$ cat config.mk
export PLATFORM = sky130hd
export DESIGN_NAME = uart_baud_gen_frac_flat
export DESIGN_NICKNAME = d
export VERILOG_FILES = /design/src/rtl/uart_pkg.sv /design/src/rtl/uart_baud_gen_frac_if.sv /design/src/rtl/uart_frac_acc.sv /design/src/rtl/uart_baud_gen_frac.sv /design/src/flat_wrapper.sv
export SDC_FILE = /design/constraint.sdc
export NUM_CORES = 1
export LEC_CHECK = 0
export ABC_AREA = 1
export CAP_MARGIN = 20
export CORE_UTILIZATION = 45
export CTS_BUF_LIST = sky130_fd_sc_hd__clkbuf_8
export CTS_CLUSTER_SIZE = 20
export DETAILED_ROUTE_END_ITERATION = 6
export PLACE_DENSITY = 0.65
export SLEW_MARGIN = 25
export SYNTH_ARGS = -nofsm -noshare
export SYNTH_HDL_FRONTEND = slang
export SYNTH_HIERARCHICAL = 1
export SYNTH_SLANG_ARGS = --single-unit
$ cat constraint.sdc
create_clock -name clk -period 2.9 [get_ports clk]
set_clock_uncertainty 0.1 [all_clocks]
set_input_delay 0.58 -clock clk [delete_from_list [all_inputs] [get_ports clk]]
set_output_delay 0.58 -clock clk [all_outputs]
set_load 0.02 [all_outputs]
$ cat src/rtl/uart_pkg.sv
// Shared UART defaults and constant helpers used across the UART blocks.
package uart_pkg;

  localparam int unsigned DefaultCntW  = 16;
  localparam int unsigned DefaultFracW = 4;
  localparam int unsigned DefaultOvs   = 16;

  function automatic int unsigned clog2(input int unsigned value);
    int unsigned result;
    result = 0;
    for (int unsigned i = 0; i < 32; i++) begin
      if ((64'd1 << i) < 64'(value)) result = i + 1;
    end
    return result;
  endfunction

endpackage

$ cat src/rtl/uart_baud_gen_frac_if.sv
// Control/status bundle between a UART core and its fractional baud generator.
interface uart_baud_gen_frac_if
  import uart_pkg::*;
#(
  parameter int unsigned CNT_W  = DefaultCntW,
  parameter int unsigned FRAC_W = DefaultFracW,
  parameter int unsigned OVS    = DefaultOvs
);
  localparam int unsigned PhW = clog2(OVS);

  logic              enable;
  logic [CNT_W-1:0]  baud_int;
  logic [FRAC_W-1:0] baud_frac;
  logic              cfg_load;
  logic              rx_resync;
  logic              cfg_ack;
  logic              baud_tick;
  logic              xmit_pulse;
  logic [PhW-1:0]    ovs_phase;

  modport master (
    output enable, baud_int, baud_frac, cfg_load, rx_resync,
    input  cfg_ack, baud_tick, xmit_pulse, ovs_phase
  );

  modport slave (
    input  enable, baud_int, baud_frac, cfg_load, rx_resync,
    output cfg_ack, baud_tick, xmit_pulse, ovs_phase
  );
endinterface

$ cat src/rtl/uart_frac_acc.sv
// Fractional phase accumulator: a carry-out arms a one-cycle period stretch.
module uart_frac_acc #(
  parameter int unsigned FRAC_W = 4
) (
  input  logic              clk,
  input  logic              aresetn,
  input  logic              clear_i,
  input  logic              add_i,
  input  logic              drop_i,
  input  logic [FRAC_W-1:0] frac_i,
  output logic              stretch_o
);

  logic [FRAC_W-1:0] acc_q, acc_d;
  logic              stretch_q, stretch_d;
  logic [FRAC_W:0]   sum;

  always_comb begin
    sum       = {1'b0, acc_q} + {1'b0, frac_i};
    acc_d     = acc_q;
    stretch_d = stretch_q;
    if (clear_i) begin
      acc_d     = '0;
      stretch_d = 1'b0;
    end else if (add_i) begin
      acc_d     = sum[FRAC_W-1:0];
      stretch_d = sum[FRAC_W];
    end else if (drop_i) begin
      // Stretch consumed by the hold cycle or discarded by a realign.
      stretch_d = 1'b0;
    end
  end

  always_ff @(posedge clk or negedge aresetn) begin
    if (!aresetn) begin
      acc_q     <= '0;
      stretch_q <= 1'b0;
    end else begin
      acc_q     <= acc_d;
      stretch_q <= stretch_d;
    end
  end

  assign stretch_o = stretch_q;

endmodule

$ cat src/rtl/uart_baud_gen_frac.sv
// Fractional-N UART baud generator: oversample ticks, bit pulses and glitch-free
// divisor reconfiguration aligned to bit boundaries.
module uart_baud_gen_frac
  import uart_pkg::*;
#(
  parameter int unsigned CNT_W  = DefaultCntW,
  parameter int unsigned FRAC_W = DefaultFracW,
  parameter int unsigned OVS    = DefaultOvs
) (
  input logic                 clk,
  input logic                 aresetn,
  uart_baud_gen_frac_if.slave bus
);

  localparam int unsigned PhW = clog2(OVS);

  logic [CNT_W-1:0]  cntr_q, cntr_d;
  logic [PhW-1:0]    phase_q, phase_d;
  logic              pending_q, pending_d;
  logic [CNT_W-1:0]  shadow_int_q, shadow_int_d;
  logic [FRAC_W-1:0] shadow_frac_q, shadow_frac_d;
  logic [CNT_W-1:0]  active_int_q, active_int_d;
  logic [FRAC_W-1:0] active_frac_q, active_frac_d;
  logic              cfg_ack_q, cfg_ack_d;

  logic run, resync, zero, stretch, tick, xmit, hold, apply, acc_clear;

  // Outputs are forced quiet while reset is held, independent of enable.
  assign run    = bus.enable & aresetn;
  assign resync = run & bus.rx_resync;
  assign zero   = (cntr_q == '0);
  assign tick   = run & ~bus.rx_resync & zero & ~stretch;
  assign hold   = run & ~bus.rx_resync & zero & stretch;
  assign xmit   = tick & (phase_q == PhW'(OVS - 1));
  // While stopped there is no bit boundary to wait for, so apply at once.
  assign apply  = pending_q & (run ? xmit : 1'b1);
  assign acc_clear = ~run | apply;

  always_comb begin
    pending_d     = bus.cfg_load | (pending_q & ~apply);
    shadow_int_d  = bus.cfg_load ? bus.baud_int  : shadow_int_q;
    shadow_frac_d = bus.cfg_load ? bus.baud_frac : shadow_frac_q;
    active_int_d  = apply ? shadow_int_q  : active_int_q;
    active_frac_d = apply ? shadow_frac_q : active_frac_q;
    cfg_ack_d     = apply;

    cntr_d  = cntr_q;
    phase_d = phase_q;
    if (!run) begin
      cntr_d  = '0;
      phase_d = '0;
    end else if (bus.rx_resync) begin
      cntr_d  = active_int_q >> 1;
      phase_d = '0;
    end else if (tick) begin
      cntr_d  = apply ? shadow_int_q : active_int_q;
      phase_d = phase_q + PhW'(1);
    end else if (!hold) begin
      cntr_d  = cntr_q - CNT_W'(1);
    end
  end

  always_ff @(posedge clk or negedge aresetn) begin
    if (!aresetn) begin
      cntr_q        <= '0;
      phase_q       <= '0;
      pending_q     <= 1'b0;
      shadow_int_q  <= '0;
      shadow_frac_q <= '0;
      active_int_q  <= '0;
      active_frac_q <= '0;
      cfg_ack_q     <= 1'b0;
    end else begin
      cntr_q        <= cntr_d;
      phase_q       <= phase_d;
      pending_q     <= pending_d;
      shadow_int_q  <= shadow_int_d;
      shadow_frac_q <= shadow_frac_d;
      active_int_q  <= active_int_d;
      active_frac_q <= active_frac_d;
      cfg_ack_q     <= cfg_ack_d;
    end
  end

  uart_frac_acc #(
    .FRAC_W (FRAC_W)
  ) u_frac_acc (
    .clk       (clk),
    .aresetn   (aresetn),
    .clear_i   (acc_clear),
    .add_i     (tick),
    .drop_i    (hold | resync),
    .frac_i    (active_frac_q),
    .stretch_o (stretch)
  );

  assign bus.baud_tick  = tick;
  assign bus.xmit_pulse = xmit;
  assign bus.ovs_phase  = phase_q;
  assign bus.cfg_ack    = cfg_ack_q;

endmodule

$ cat src/flat_wrapper.sv
// flat-port wrapper written by rule: the top's interface ports become plain ports
module uart_baud_gen_frac_flat import uart_pkg::*;
#(
  parameter int unsigned CNT_W  = DefaultCntW,
  parameter int unsigned FRAC_W = DefaultFracW,
  parameter int unsigned OVS    = DefaultOvs
)
  (clk, aresetn, bus_enable, bus_baud_int, bus_baud_frac, bus_cfg_load, bus_rx_resync, bus_cfg_ack, bus_baud_tick, bus_xmit_pulse, bus_ovs_phase);
  uart_baud_gen_frac_if #(.CNT_W(CNT_W), .FRAC_W(FRAC_W), .OVS(OVS)) bus_i ();
  input logic clk;
  input logic aresetn;
  input wire logic [$bits(bus_i.enable)-1:0] bus_enable;
  input wire logic [$bits(bus_i.baud_int)-1:0] bus_baud_int;
  input wire logic [$bits(bus_i.baud_frac)-1:0] bus_baud_frac;
  input wire logic [$bits(bus_i.cfg_load)-1:0] bus_cfg_load;
  input wire logic [$bits(bus_i.rx_resync)-1:0] bus_rx_resync;
  output wire logic [$bits(bus_i.cfg_ack)-1:0] bus_cfg_ack;
  output wire logic [$bits(bus_i.baud_tick)-1:0] bus_baud_tick;
  output wire logic [$bits(bus_i.xmit_pulse)-1:0] bus_xmit_pulse;
  output wire logic [$bits(bus_i.ovs_phase)-1:0] bus_ovs_phase;
  assign bus_i.enable = bus_enable;
  assign bus_i.baud_int = bus_baud_int;
  assign bus_i.baud_frac = bus_baud_frac;
  assign bus_i.cfg_load = bus_cfg_load;
  assign bus_i.rx_resync = bus_rx_resync;
  assign bus_cfg_ack = bus_i.cfg_ack;
  assign bus_baud_tick = bus_i.baud_tick;
  assign bus_xmit_pulse = bus_i.xmit_pulse;
  assign bus_ovs_phase = bus_i.ovs_phase;
  uart_baud_gen_frac #(.CNT_W(CNT_W), .FRAC_W(FRAC_W), .OVS(OVS)) u_core (.clk(clk), .aresetn(aresetn), .bus(bus_i));
endmodule
==> summary.txt <==
Run status
  • Status: finished, final reports clean

Floorplanning
  • Die Height: 88.6 um
  • I/O Pins: 32
  • # rows: 31
  • Core ar.: 7250 um^2
  • Die ar.: 7860 um^2
  • Die X: 88.6 um
  • Initial Utilization: 0.466

GRT
  • Largest net degree at the start of global routing: 68
  • Initial antenna violation count: 0
  • Number of global-route vias before repair: 2527
  • All-Layer GR Usage: 0.206
  • First-pass GRT wire length: 12000 um
  • GR Overflow Total: 0

Worst setup path
  • Kind of critical path: register to output port
  • R2r endpoint: u_core/cntr_q[12]$_DFFE_PN0P_
  • Reg2reg path depth: 14
  • Reg-to-reg startpoint: u_core/cntr_q[0]$_DFFE_PN0P_
  • R2R setup slack: 0.57 ns
  • Max FO, Critical Path: 3
  • Crit end category: output port
  • CP Launch Type: register
  • Critical Path RT: 2.22 ns
  • Crit path DAT: 1.97 ns

Detailed routing
  • Final wirelength: 7070 um
  • Starting DRC count in detailed routing: 135
  • WL per Instance: 12.7 um
  • DRT antenna net count: 0
  • DRC: 0
  • Vias: 2718
  • Drt pass-1 iters: 5
  • Drt via density: 4.90

Hold path
  • Hold Crit Class: primary input to async pin

Timing
  • Slew at the pin closest to its max-slew limit: 0.850 ns
  • Fin. Hold Viols: 0
  • RSZ-0062 raised after global routing: false
  • Final min period: 2.65 ns
  • Slew Limit Fails: 0
  • Setup TNS: 0 ns
  • FMAX: 377 MHz
  • Setup-failing EPs final: 0
  • Part of the cycle the worst path needs: 0.914
  • Slew headroom: 0.433

CTS
  • Post-CTS sizing: 2
  • Skew-Pair Late Insertion Delay: 0.34 ns
  • Longest Clk Path Bufs: 2
  • Num CTS Buffers: 9
  • Clock root buffer: clkbuf_8
  • Hold buffer count at cts: 0
  • CTS tree: built
  • Setup bufs post-CTS: 0
  • Clk sink count: 67
  • Clock-pin slew on the worst setup and hold paths: 0.07 ns
  • H-tree depth: 3

Placement
  • Routability cong.: 0.859
  • Port buffer count: 31
  • Area post-placement: 3850 um^2
  • Post-DP HPWL: 5030 um

Synthesis
  • Synthesized Nets: 441
  • Synthesized area: 3380 um^2
  • Ys Warns: 6
  • Avg Cell Area, Syn: 8.28 um^2
  • Syn Inst Count: 408
  • Netlist cell types: 35
  • Sequential area share after synthesis: 0.496
  • Seq cells post-synth: 67
  • Post-synth EDFFs: 0
  • Primary FF master, synth: dfrtp_1
  • Async SR Flop Fraction: 1.00

Cells and area
  • Fraction of layout cells with a size suffix above 1: 0.114
  • Diodes inserted: 0
  • Fillers: 646
  • Post-route cell area: 4090 um^2
  • Area grow syn2layout: 21.2%
  • # nets final: 484

Pwr
  • Power Dens Cells: 618 nW/um^2
  • Pleak: 0.00202 uW
  • Worst vdd ir: 0.000346 V
  • Total power: 2530 uW

Run
  • Maxcap violations: 0
==> worst max-delay path, cell delays in order, from the launching register on <==
cell and delay [ns]:
dfrtp_1 0.39, inv_1 0.11, ha_1 0.20, nand2_1 0.06, nor2_1 0.15, nand2_1 0.13, nor2_4 0.14, nand2_1 0.07
inv_1 0.06, dlygate4sd2_1 0.32
==> registers in the layout, indices dropped and copies added (netlist names) <==
register / count
u_core/active_int_q: 16
u_core/cntr_q: 16
u_core/shadow_int_q: 16
u_core/active_frac_q: 4
u_core/bus.ovs_phase: 4
u_core/shadow_frac_q: 4
u_core/u_frac_acc/acc_q: 4
u_core/bus.cfg_ack: 1
u_core/pending_q: 1
u_core/u_frac_acc/stretch_o: 1
==> per-layer routing <==
layer	vias up	share of wire	GRT usage
met5	-	0	0
met4	0	0.024	0.103
met3	15	0.039	0.0289
met2	79	0.44	0.299
met1	1246	0.49	0.303
li1	1378	-	-
==> layout by cell type (no fill, tap or decap), types with 2 or more instances in the layout <==
master	instances
a21oi_1	22
a22o_1	2
buf_4	12
bufinv_16	3
dfrtp_1	67
inv_1	64
nor2_1	25
clkbuf_8	10
o211ai_1	4
xor2_1	7
dlygate4sd2_1	2
o21ai_2	13
nor2_2	4
nand4_1	4
nand2_1	110
clkdlybuf4s50_1	28
nand3_2	2
nor3_1	3
o21ai_0	27
xnor2_1	4
nand3_1	10
o21ai_1	8
ha_1	7
a31oi_1	2
==> worst max-delay path by stage <==
stage | start | end | slack [ns] | cells past startpoint
after floorplan | bus_rx_resync | u_core/u_frac_acc/acc_q[0]$_DFFE_PN0P_ | 0.67 | 15
after global placement | bus_enable | bus_baud_tick | 0.04 | 8
after detailed placement | bus_enable | bus_baud_tick | 0.01 | 8
after CTS | u_core/cntr_q[0]$_DFFE_PN0P_ | bus_baud_tick | 0.24 | 9
after global routing | u_core/cntr_q[0]$_DFFE_PN0P_ | bus_xmit_pulse | 0.13 | 9
final | u_core/cntr_q[0]$_DFFE_PN0P_ | bus_baud_tick | 0.25 | 9
==> synthesized netlist by cell type (6+ instances only) <==
master	n	area, um^2
a21oi_1	22	110
nor2_1	25	93.8
nand3_1	10	50.1
inv_1	62	233
o21ai_1	8	40.0
clkbuf_1	6	22.5
dfrtp_1	67	1680
xor2_1	7	61.3
o21ai_2	13	114
nand2_1	110	413
ha_1	7	87.6
o21ai_0	27	135
==> per-stage QoR <==
stage          cells  hold slack, ns  setup slack [ns]  utilization
2_1_floorplan    408           0.184             0.667            -
3_3_place_gp     539           0.380            0.0366        0.531
3_5_place_dp     539           0.384            0.0113        0.531
4_1_cts          555           0.403             0.240        0.564
5_1_grt          555           0.417             0.128        0.564
6_report         555           0.373             0.249        0.564
==> final cells by class <==
type,instances,area (um^2),area share
flip-flops and latches,67,1680,0.410
multi-input cells,267,1400,0.343
repair buffers,44,413,0.101
inverters,62,233,0.0569
clock buffers,10,138,0.0336
well taps,99,124,0.0303
clock inverters,6,105,0.0257
==> cells by family after synthesis <==
kind of cell    share of synthesized area
simple gates                        0.205
compound gates                      0.147
buf+inv                            0.0882
flops                               0.496
xor+xnor                           0.0285
fa+ha+maj                          0.0319
mux                               0.00333
==> power by group <==
group | switching, uW | internal [uW]
combinational | 302 | 203
sequential | 60.5 | 1030
clock | 343 | 589
Note: power is estimated with default switching activity, not from simulation.
